[src/rtl/rc4_encrypt_fsm.sv]
// rtl/rc4_encrypt_fsm.sv - RC4 PRGA encryptor over external S, plaintext and ciphertext memories
module rc4_encrypt_fsm #(
    parameter int MSG_DEP = 32,
    parameter int MSG_AW  = 5
) (
    input  logic              CLOCK_50,
    input  logic              reset_n,
    input  logic              start,
    output logic [7:0]        s_address,
    output logic [7:0]        s_data,
    output logic              s_wren,
    input  logic [7:0]        s_q,
    output logic [MSG_AW-1:0] pt_address,
    input  logic [7:0]        pt_q,
    output logic [MSG_AW-1:0] ct_address,
    output logic [7:0]        ct_data,
    output logic              ct_wren,
    output logic              busy,
    output logic              done
);

    typedef enum logic [3:0] {
        IDLE, RD_I, WT_I, RD_J, WT_J, WR_I, WR_J, RD_T, WT_T, WR_CT, DONE
    } state_t;

    localparam logic [MSG_AW-1:0] K_LAST = MSG_AW'(MSG_DEP - 1);

    state_t            state_q, state_d;
    logic [7:0]        i_q, i_d, j_q, j_d, si_q, si_d, sj_q, sj_d, pt_byte_q, pt_byte_d;
    logic [MSG_AW-1:0] k_q, k_d;

    logic [7:0]        s_address_q, s_address_d, s_data_q, s_data_d, ct_data_q, ct_data_d;
    logic [MSG_AW-1:0] pt_address_q, pt_address_d, ct_address_q, ct_address_d;
    logic              s_wren_q, s_wren_d, ct_wren_q, ct_wren_d, busy_q, busy_d, done_q, done_d;

    always_comb begin
        state_d   = state_q;
        i_d       = i_q;
        j_d       = j_q;
        k_d       = k_q;
        si_d      = si_q;
        sj_d      = sj_q;
        pt_byte_d = pt_byte_q;

        case (state_q)
            IDLE, DONE: begin
                if (start) begin
                    i_d     = 8'd1;
                    j_d     = 8'd0;
                    k_d     = '0;
                    state_d = RD_I;
                end
            end
            RD_I: state_d = WT_I;
            WT_I: state_d = RD_J;
            RD_J: begin
                si_d      = s_q;
                pt_byte_d = pt_q;
                j_d       = j_q + s_q;
                state_d   = WT_J;
            end
            WT_J: state_d = WR_I;
            WR_I: begin
                sj_d    = s_q;
                state_d = WR_J;
            end
            WR_J: state_d = RD_T;
            RD_T: state_d = WT_T;
            WT_T: state_d = WR_CT;
            WR_CT: begin
                if (k_q == K_LAST) begin
                    state_d = DONE;
                end else begin
                    k_d     = k_q + MSG_AW'(1);
                    i_d     = i_q + 8'd1;
                    state_d = RD_I;
                end
            end
            default: state_d = IDLE;
        endcase

        // Outputs are registered, so they are computed for the state being entered.
        // Every s_q used here is the read data already valid in the current cycle.
        s_address_d  = 8'd0;
        s_data_d     = 8'd0;
        s_wren_d     = 1'b0;
        pt_address_d = '0;
        ct_address_d = '0;
        ct_data_d    = 8'd0;
        ct_wren_d    = 1'b0;

        case (state_d)
            RD_I, WT_I: begin
                s_address_d  = i_d;
                pt_address_d = k_d;
            end
            RD_J:  s_address_d = j_q + s_q;
            WT_J:  s_address_d = j_d;
            WR_I: begin
                s_address_d = i_d;
                s_data_d    = s_q;
                s_wren_d    = 1'b1;
            end
            WR_J: begin
                s_address_d = j_d;
                s_data_d    = si_d;
                s_wren_d    = 1'b1;
            end
            RD_T, WT_T: s_address_d = si_d + sj_d;
            WR_CT: begin
                ct_address_d = k_d;
                ct_data_d    = s_q ^ pt_byte_d;
                ct_wren_d    = 1'b1;
            end
            default: ;
        endcase

        busy_d = (state_d != IDLE) && (state_d != DONE);
        done_d = (state_d == DONE);
    end

    always_ff @(posedge CLOCK_50 or negedge reset_n) begin
        if (!reset_n) begin
            state_q      <= IDLE;
            i_q          <= 8'd0;
            j_q          <= 8'd0;
            k_q          <= '0;
            si_q         <= 8'd0;
            sj_q         <= 8'd0;
            pt_byte_q    <= 8'd0;
            s_address_q  <= 8'd0;
            s_data_q     <= 8'd0;
            s_wren_q     <= 1'b0;
            pt_address_q <= '0;
            ct_address_q <= '0;
            ct_data_q    <= 8'd0;
            ct_wren_q    <= 1'b0;
            busy_q       <= 1'b0;
            done_q       <= 1'b0;
        end else begin
            state_q      <= state_d;
            i_q          <= i_d;
            j_q          <= j_d;
            k_q          <= k_d;
            si_q         <= si_d;
            sj_q         <= sj_d;
            pt_byte_q    <= pt_byte_d;
            s_address_q  <= s_address_d;
            s_data_q     <= s_data_d;
            s_wren_q     <= s_wren_d;
            pt_address_q <= pt_address_d;
            ct_address_q <= ct_address_d;
            ct_data_q    <= ct_data_d;
            ct_wren_q    <= ct_wren_d;
            busy_q       <= busy_d;
            done_q       <= done_d;
        end
    end

    assign s_address  = s_address_q;
    assign s_data     = s_data_q;
    assign s_wren     = s_wren_q;
    assign pt_address = pt_address_q;
    assign ct_address = ct_address_q;
    assign ct_data    = ct_data_q;
    assign ct_wren    = ct_wren_q;
    assign busy       = busy_q;
    assign done       = done_q;

endmodule

[config.mk]
export PLATFORM = sky130hd
export DESIGN_NAME = rc4_encrypt_fsm
export DESIGN_NICKNAME = d
export VERILOG_FILES = /design/src/rtl/rc4_encrypt_fsm.sv
export SDC_FILE = /design/constraint.sdc
export NUM_CORES = 1
export LEC_CHECK = 0
export CORE_UTILIZATION = 52
export CTS_BUF_LIST = sky130_fd_sc_hd__clkbuf_4 sky130_fd_sc_hd__clkbuf_8
export CTS_CLUSTER_DIAMETER = 100
export DETAILED_ROUTE_END_ITERATION = 7
export PLACE_DENSITY = 0.79
export SLEW_MARGIN = 20
export SYNTH_ARGS = -nofsm -noshare
export SYNTH_HDL_FRONTEND = slang
export SYNTH_SLANG_ARGS = --single-unit
[constraint.sdc]
create_clock -name CLOCK_50 -period 3 [get_ports CLOCK_50]
set_clock_uncertainty 0.2 [all_clocks]
set_input_delay 0.9 -clock CLOCK_50 [delete_from_list [all_inputs] [get_ports CLOCK_50]]
set_output_delay 0.9 -clock CLOCK_50 [all_outputs]
set_load 0.01 [all_outputs]
Word level (Yosys, flattened, before mapping)
Cells that the tools add are included.
{"block": "word_totals", "output_inout_bits": 38, "in_bits": 19, "wordCells": 73, "regBits": 87}
{"block": "classes", "add_sub_neg": 4, "n_reduce_logical": 9, "bitwise": 1, "mux": 21, "n_eq_ne": 22}
{"op": "8-bit two-way mux", "count": 7}
{"op": "8-bit one-hot mux with 2 select lines", "count": 3}
{"op": "4-bit one-hot mux with 10 select lines", "count": 1}
{"op": "4-bit by 3-bit == test with 1-bit output (second input constant)", "count": 8}
{"op": "8-bit one-hot mux with 4 select lines", "count": 1}
{"op": "4-bit == test (second input constant)", "count": 6}
{"op": "5-bit two-way mux", "count": 4}
{"op": "8-bit adder", "count": 2}
{"op": "4-bit by 2-bit == test with 1-bit output (second input constant)", "count": 4}
{"op": "5-bit one-hot mux with 2 select lines", "count": 1}
{"op": "2-bit OR reduction", "count": 5}
{"op": "8-bit by 1-bit adder with 8-bit output (second input constant)", "count": 1}
{"op": "4-bit by 1-bit == test with 1-bit output (second input constant)", "count": 2}
{"op": "4-bit two-way mux", "count": 2}
{"op": "8-bit XOR", "count": 1}
{"op": "5-bit by 1-bit adder with 5-bit output (second input constant)", "count": 1}
{"op": "5-bit == test (second input constant)", "count": 1}
{"op": "4-bit zero test", "count": 1}
{"op": "4-bit inequality test (second input constant)", "count": 1}
{"op": "4-bit nonzero test", "count": 1}
{"op": "3-bit OR reduction", "count": 1}
{"op": "1-bit two-way mux", "count": 2}
{"op": "1-bit logical AND", "count": 1}

Longest topological paths before layout
Gate-level depths: netlist (run 1).
{"block": "logic_depth", "ltp_word": 6, "ltp_mapped": 16, "depth_no_buf": 13}

Worst setup path after synthesis (run 1)
Ideal clock, no wire load.
{"block": "synth_path", "path_kind": "register to register", "from": "reg state_q[1]", "to": "reg s_address_q[6] (netlist: s_address[6])", "path_stages_with_launch": 16, "setup_ps": 137, "required_ps": 2663, "slack_ps": -154, "n_path_buf": 3, "synth_period_minus_slack_ps": 3154, "arrival_time_ps": 2816, "cell_sequence": "dfrtp_1 buf_6 nor4bb_1 buf_2 clkbuf_1 nand2_1 nand2_1 ha_1 inv_1 fa_1 nor2b_1 o31a_1 o21ai_0 and4_1 a211oi_1 o211ai_1"}
{"block": "synth_between", "elab_cells_between_ends": 31, "cone_classes": "add/sub (1); eq/ne (18); mux (7); reduce/logical (5)"}
{"element": "start: declaration", "line": "28", "source": "state_t state_q, state_d;"}
{"element": "start signal: assignment", "line": "141", "source": "state_q <= state_d;"}
{"element": "4-bit by 2-bit == test with 1-bit output", "line": "45", "source": "case (state_q)"}
{"element": "8-bit two-way mux", "line": "45"}
{"element": "named net si_d[0]", "line": "29", "source": "logic [7:0] i_q, i_d, j_q, j_d, si_q, si_d, sj_q, sj_d, pt_byte_q, pt_byte_d;"}
{"element": "8-bit adder", "line": "109", "source": "RD_T, WT_T: s_address_d = si_d + sj_d;"}
{"element": "8-bit one-hot mux with 4 select lines", "line": "92", "source": "case (state_d)"}
{"element": "named net s_address_d[6]", "line": "32", "source": "logic [7:0] s_address_q, s_address_d, s_data_q, s_data_d, ct_data_q, ct_data_d;"}
{"element": "end signal: assignment", "line": "148", "source": "s_address_q <= s_address_d;"}
{"element": "end: declaration", "line": "32"}
The timed path passes the listed nets, and every way through them passes these cells.

Final worst setup path (run 1)
Same ends and word-level chain as after synthesis.

==> impl_results.md, run 1 <==
- First drt pass iteration count: 5
- Ys async rst share: 100.0%
- Most common cell in the netlist: nand2_1
- Fin crit share: 99.45%
- Most frequent cells after synthesis: nand2_1 (105), dfrtp_1 (87), nor2_1 (32)
- Vias per cell: 5.732
- Post-synth top area cell: dfrtp_1
- Syn avg cell area: 9.789 sq um
- TNS Setup: 0 ns
- Int Power: 3.569 mW
- RSZ-0062 raised after global routing: yes
- Total number of vias: 3829
- CP arrival: 3.02 ns
- Power Density: 1058 nW/um^2
- Post-synth EDFFs: 0
- Post-synth top area share: 49.53%
- Share of layout cells above drive strength 1: 19.36%
- Area grow syn2layout: 30.12%
- Netlist Area Pre-Place: 4395 sq um
- Grt total ovfl: 0
- Clk pwr share: 13.0%
- Detail Route Antenna Nets: 0
- Post-DP HPWL: 8224 microns
- Hold Path Class: input port to asynchronous set/reset pin
- GRT Resource Usage Total: 27.32%
- Min Hold Slack: 0.2091 ns
- Slew at the pin closest to its max-slew limit: 0.5858 ns
- CTS Buf Count: 9
- CTS root buffer: clkbuf_8
- Hold Violations, Final: 0
- Sequential share of power: 29.8%
- Comb pwr share: 57.1%
- Slew margin rel.: 60.73%
- I/O Buffers: 56
- RePlAce Congestion: 0.9318
- Routed WL per cell: 16.54 microns
- Max Cap Viol: 0
- Status: complete, no violations
- FP Rows: 33
- Clock Latency Late Sink: 0.36 ns
- Clock Path Buffers: 2
- Initial core utilization: 53.49%
- Antenna violations before repair: 0
- Yosys reg bits: 87
- Synthesis warning total: 0
- Clock Pin Slew Worst Setup and Hold Paths: 0.09 ns
- Net Count, Synth: 486
- Nets: 595
- Max frequency: 335.2 MHz
- Sequential fraction of the synthesis area: 49.53%
- Die width: 93.94 microns
- H-tree levels: 3
- Post-synthesis cell type count: 64
- Fin crit period: 2.983 ns
- Worst setup EP type: flop
- CP required: 3.04 ns
- Clock sinks: 87
- Endpoints failing setup: 0
- Sw frac: 41.01%
- Total power draw: 6.050 mW
- Pin count of the biggest net entering global routing: 44
- Final wirelength: 11050 microns
- First-pass GRT wire length: 18070 microns
- Slew Viols, Final: 0
- Critical path peak fanout: 5
- Maximum vdd ir drop: 0.6484 mV
- Startpoint types: flop
- CTS tree: built
- WS Path Type: flop to flop
- Net switching power: 2.481 mW
- Mapped Cells: 449
- Synth top area cells: dfrtp_1 (50%), nand2_1 (9.0%), ha_1 (4.6%)
- Antenna diodes: 0
- Vias in the first global route: 3685
- Drt drc: 0
- Static leakage: 2.762 nW
- Core area: 8217 sq um
- Ys flop type: dfrtp_1
- Iter 0 DRT Violations: 291
- Die Area: 8825 sq um
- Die height: 93.94 microns
- Io pins: 57
power groups by stage:
| stage | Combinational [mW] | Clock (mW) | Sequential [mW] |
|---|---|---|---|
| 2_1_floorplan | 1.99 | 0 | 1.78 |
| 4_1_cts | 3.34 | 0.793 | 1.80 |
| 3_3_place_gp | 3.16 | 0 | 1.78 |
| 5_1_grt | 3.79 | 0.851 | 1.84 |
| 6_report | 3.46 | 0.787 | 1.81 |
| 3_5_place_dp | 3.28 | 0 | 1.81 |
critical path, stage by stage (launching register included):
cell	delay, ns
dfrtp_2	0.46
buf_6	0.14
nor4bb_4	0.33
nand2_1	0.14
nand2_2	0.09
ha_2	0.18
inv_1	0.05
fa_1	0.39
nor2b_2	0.14
o31a_1	0.18
o21ai_2	0.07
and4_1	0.20
a211oi_1	0.17
o211ai_1	0.12
layout make-up:
| cell class | count | area [sq um] |
|---|---|---|
| Clock buffer | 11 | 151.4 |
| Clock inverter | 5 | 41.29 |
| Fill cell | 621 | 2497 |
| Inverter | 11 | 41.29 |
| Multi-Input combinational cell | 329 | 2118 |
| Sequential cell | 87 | 2182 |
| Tap cell | 105 | 131.4 |
| Timing Repair Buffer | 120 | 1054 |
per-stage QoR:
stage          instance area, sq um  utilization, %  cells  setup WS, ns
2_1_floorplan                  4417               -    449       0.01437
3_3_place_gp                   5463           66.48    651       -0.4667
3_5_place_dp                   5463           66.48    651       -0.5874
4_1_cts                        5675           69.07    667       0.03135
5_1_grt                        5719           69.61    668      -0.08944
6_report                       5719           69.61    668       0.01660
placed cells by master (no fill, tap or decap), drive strengths merged, types with 4 or more instances in the layout:
cell type,count
or3,4
a221o,5
nor2,33
a211oi,4
buf,65
xnor2,7
nand4,6
mux2i,13
nand2,107
xor2,6
inv,12
dfrtp,87
ha,16
a21o,5
nand2b,4
and2,9
clkdlybuf4s50,54
nand3,10
a21oi,14
nor3b,9
clkbuf,11
nor3,7
o21ai,20
metal layers:
metal	wire length (microns)	global-route usage [%]
met1	4897	37.28
met2	5388	43.19
met3	556	5.340
met4	210	10.13
met5	0	0
cells by family (layout without fill, tap and decap cells):
group           after synthesis  after routing  synth area share (%)
mux                          14             14                 3.216
simple gates                205            205                 22.52
xor+xnor                     14             14                 3.274
flops                        87             87                 49.53
fa+ha+maj                    18             18                 5.465
buf+inv                      33            147                 3.928
compound gates               78             78                 12.07
timing repair:
item,in CTS,in global routing
resized for setup,7,14
hold buffers,0,0
setup buffers,0,1
pin swaps,0,3
endpoints found under the setup margin,3,5
endpoints found under the hold margin,0,0
path summary, 6_finish.rpt:
kind | from | to | slack (ns) | cells after the start
worst min-delay path | reset_n | busy$_DFF_PN0_ | 0.21 | 1
max in group asynchronous | reset_n | sj_q[3]$_DFF_PN0_ | 1.77 | 2
worst max register to register | state_q[1]$_DFF_PN0_ | s_address[6]$_DFF_PN0_ | 0.02 | 13
worst min register to register | i_q[7]$_DFF_PN0_ | i_q[7]$_DFF_PN0_ | 0.28 | 1
min in group CLOCK_50 | i_q[7]$_DFF_PN0_ | i_q[7]$_DFF_PN0_ | 0.28 | 1
worst max-delay path | state_q[1]$_DFF_PN0_ | s_address[6]$_DFF_PN0_ | 0.02 | 13
state kept, by name, summed over array words and instances, names as in the netlist:
register and flops:
done 1, s_wren 1, j_q 8, busy 1
pt_address 5, k_q 5, s_address 8, pt_byte_q 8
ct_data 8, state_q 4, sj_q 8, si_q 8
s_data 8, ct_address 5, i_q 8, ct_wren 1
(Power assumes the default switching activity.)
==> run 2, diff against run 1 <==
Settings changed: CTS_CLUSTER_SIZE set to 28, SKIP_LAST_GASP set to 1.
==> impl_results.md, run 2 (synthesis gave the netlist of run 1 again) <==
- Status: complete, no violations
- Power Density: 1054 nW/um^2 (-0.39%)
- Sw frac: 40.91% (-0.10 points)
- GRT Resource Usage Total: 27.32% (unchanged)
- WS Path Type: flop to flop
- CTS Buf Count: 9 (unchanged)
- CTS tree: built
- Io pins: 57 (unchanged)
- Max Cap Viol: 0 (unchanged)
- Multi-input logic area: 2112 sq um (-0.30%)
- Nets: 595 (unchanged)
- Critical path peak fanout: 5 (unchanged)
- I/O Buffers: 56 (unchanged)
- Core area: 8217 sq um (unchanged)
- Hold Violations, Final: 0 (unchanged)
- Iter 0 DRT Violations: 264 (-9.3%)
- Sequential share of power: 30.0% (+0.2 points)
- Static leakage: 2.763 nW (about the same)
- Register area: 2182 sq um (unchanged)
- Share of layout cells above drive strength 1: 19.01% (-0.36 points)
- Commonest non-fill, non-tap cell in the layout: nand2_1
- Endpoints failing setup: 0 (unchanged)
- Slew Viols, Final: 0 (unchanged)
- Net switching power: 2.463 mW (-0.75%)
- Die Area: 8825 sq um (unchanged)
- Grt total ovfl: 0 (unchanged)
- Clock Latency Late Sink: 0.36 ns (about the same)
- Clock Path Buffers: 2 (unchanged)
- Fin crit share: 99.35% (about the same)
- Post-DP HPWL: 8224 microns (unchanged)
- Worst setup EP type: flop
- Total number of vias: 3793 (-0.94%)
- Hold Path Class: input port to asynchronous set/reset pin
- Antenna violations before repair: 0 (unchanged)
- Int Power: 3.557 mW (-0.33%)
- CP arrival: 3.02 ns (about the same)
- Clock Pin Slew Worst Setup and Hold Paths: 0.09 ns (about the same)
- Vias in the first global route: 3685 (unchanged)
- R2R setup slack: 0.02 ns (about the same)
- Hold_buf cts: 0 (unchanged)
- Clk pwr share: 13.0% (about the same)
- Slew at the pin closest to its max-slew limit: 0.5708 ns (-0.01507 ns)
- Final wirelength: 11010 microns (-0.35%)
- TNS Setup: 0 ns (unchanged)
- Startpoint types: flop
- Maximum vdd ir drop: 0.6518 mV (+0.52%)
- Area grow syn2layout: 29.97%
- Drt drc: 0 (unchanged)
- Slew margin rel.: 61.74% (+1.0 points)
- CP required: 3.04 ns (about the same)
- Max frequency: 335.5 MHz (about the same)
- Leading cell types in the layout, fill and taps excluded: nand2_1 (104), dfrtp_1 (83), buf_4 (63)
- Fill count: 622 (+0.16%)
- RSZ-0062 raised after global routing: yes
- Comb pwr share: 57.0% (about the same)
- CTS root buffer: clkbuf_8
- Clock sinks: 87 (unchanged)
- RePlAce Congestion: 0.9318 (unchanged)
- FP Rows: 33 (unchanged)
- First drt pass iteration count: 5 (unchanged)
- Initial core utilization: 53.49% (unchanged)
- Fin crit period: 2.981 ns (-0.002846 ns)
- H-tree levels: 3 (unchanged)
- Non-Filler Instances: 668 (unchanged)
- Routed WL per cell: 16.49 microns (-0.35%)
- Die width: 93.94 microns (unchanged)
- Pin count of the biggest net entering global routing: 44 (unchanged)
- First-pass GRT wire length: 18070 microns (unchanged)
- Antenna diodes: 0 (unchanged)
- Cells after DPL: 651 (unchanged)
- Detail Route Antenna Nets: 0 (unchanged)
- Die height: 93.94 microns (unchanged)
- Vias per cell: 5.678 (-0.94%)
==> run 2: final timing paths <==
path	start	endpoint	cells past startpoint
setup / recovery	state_q[1]$_DFF_PN0_	s_address[6]$_DFF_PN0_	13
hold / removal	reset_n	busy$_DFF_PN0_	1
setup reg to reg	state_q[1]$_DFF_PN0_	s_address[6]$_DFF_PN0_	13
max in group asynchronous	reset_n	sj_q[1]$_DFF_PN0_	2
hold reg to reg	i_q[7]$_DFF_PN0_	i_q[7]$_DFF_PN0_	1
min in group CLOCK_50	i_q[7]$_DFF_PN0_	i_q[7]$_DFF_PN0_	1
==> run 2: what timing repair did <==
item / 4_1_cts / 5_1_grt
setup endpoints to repair: 3 / 5
gates resized for setup: 7 / 11
setup buffers: 0 / 1
pin swaps: 0 / 3
==> run 2: stage by stage <==
stage               hold slack [ns]  power, mW  util (%)  instance area [sq um]  worst slack [ns]
global placement             0.2586      4.945     66.48                   5463           -0.4667
finish                       0.2095      6.020     69.53                   5713           0.01945
CTS                          0.2099      5.929     69.07                   5675           0.03135
global route                 0.2131      6.453     69.53                   5713           -0.1100
detailed placement           0.2652      5.084     66.48                   5463           -0.5874
floorplan                    0.2431      3.776         -                   4417           0.01437
==> run 2: layout make-up <==
class	instances	area share [%]
clock buffer	11	2.650
clock inverter	5	0.7227
inverter	11	0.7227
multi-input combinational	329	36.97
sequential	87	38.20
tap	105	2.300
timing repair buffer	120	18.44
==> run 2: power groups by stage <==
stage | Combinational [mW] | Sequential (mW) | Clock [mW]
6_report | 3.43 | 1.81 | 0.784
5_1_grt | 3.76 | 1.84 | 0.851
4_1_cts | 3.34 | 1.80 | 0.793
3_5_place_dp | 3.28 | 1.81 | 0
3_3_place_gp | 3.16 | 1.78 | 0
2_1_floorplan | 1.99 | 1.78 | 0
==> run 2: critical path: stages, from the launching register on <==
cell and delay, ns:
dfrtp_2 0.46, buf_6 0.14, nor4bb_4 0.32, nand2_1 0.14, nand2_2 0.09, ha_2 0.18
inv_1 0.05, fa_1 0.39, nor2b_2 0.14, o31a_1 0.15, o21ai_1 0.09, and4_1 0.21
a211oi_1 0.17, o211ai_1 0.12
==> run 2: routing by layer <==
layer | vias up | routed length, microns | track usage [%]
met5 | - | 0 | 0
met2 | 135 | 5415 | 43.19
met1 | 1862 | 4780 | 37.28
met4 | 0 | 201 | 10.13
li1 | 1777 | - | -
met3 | 19 | 615 | 5.340
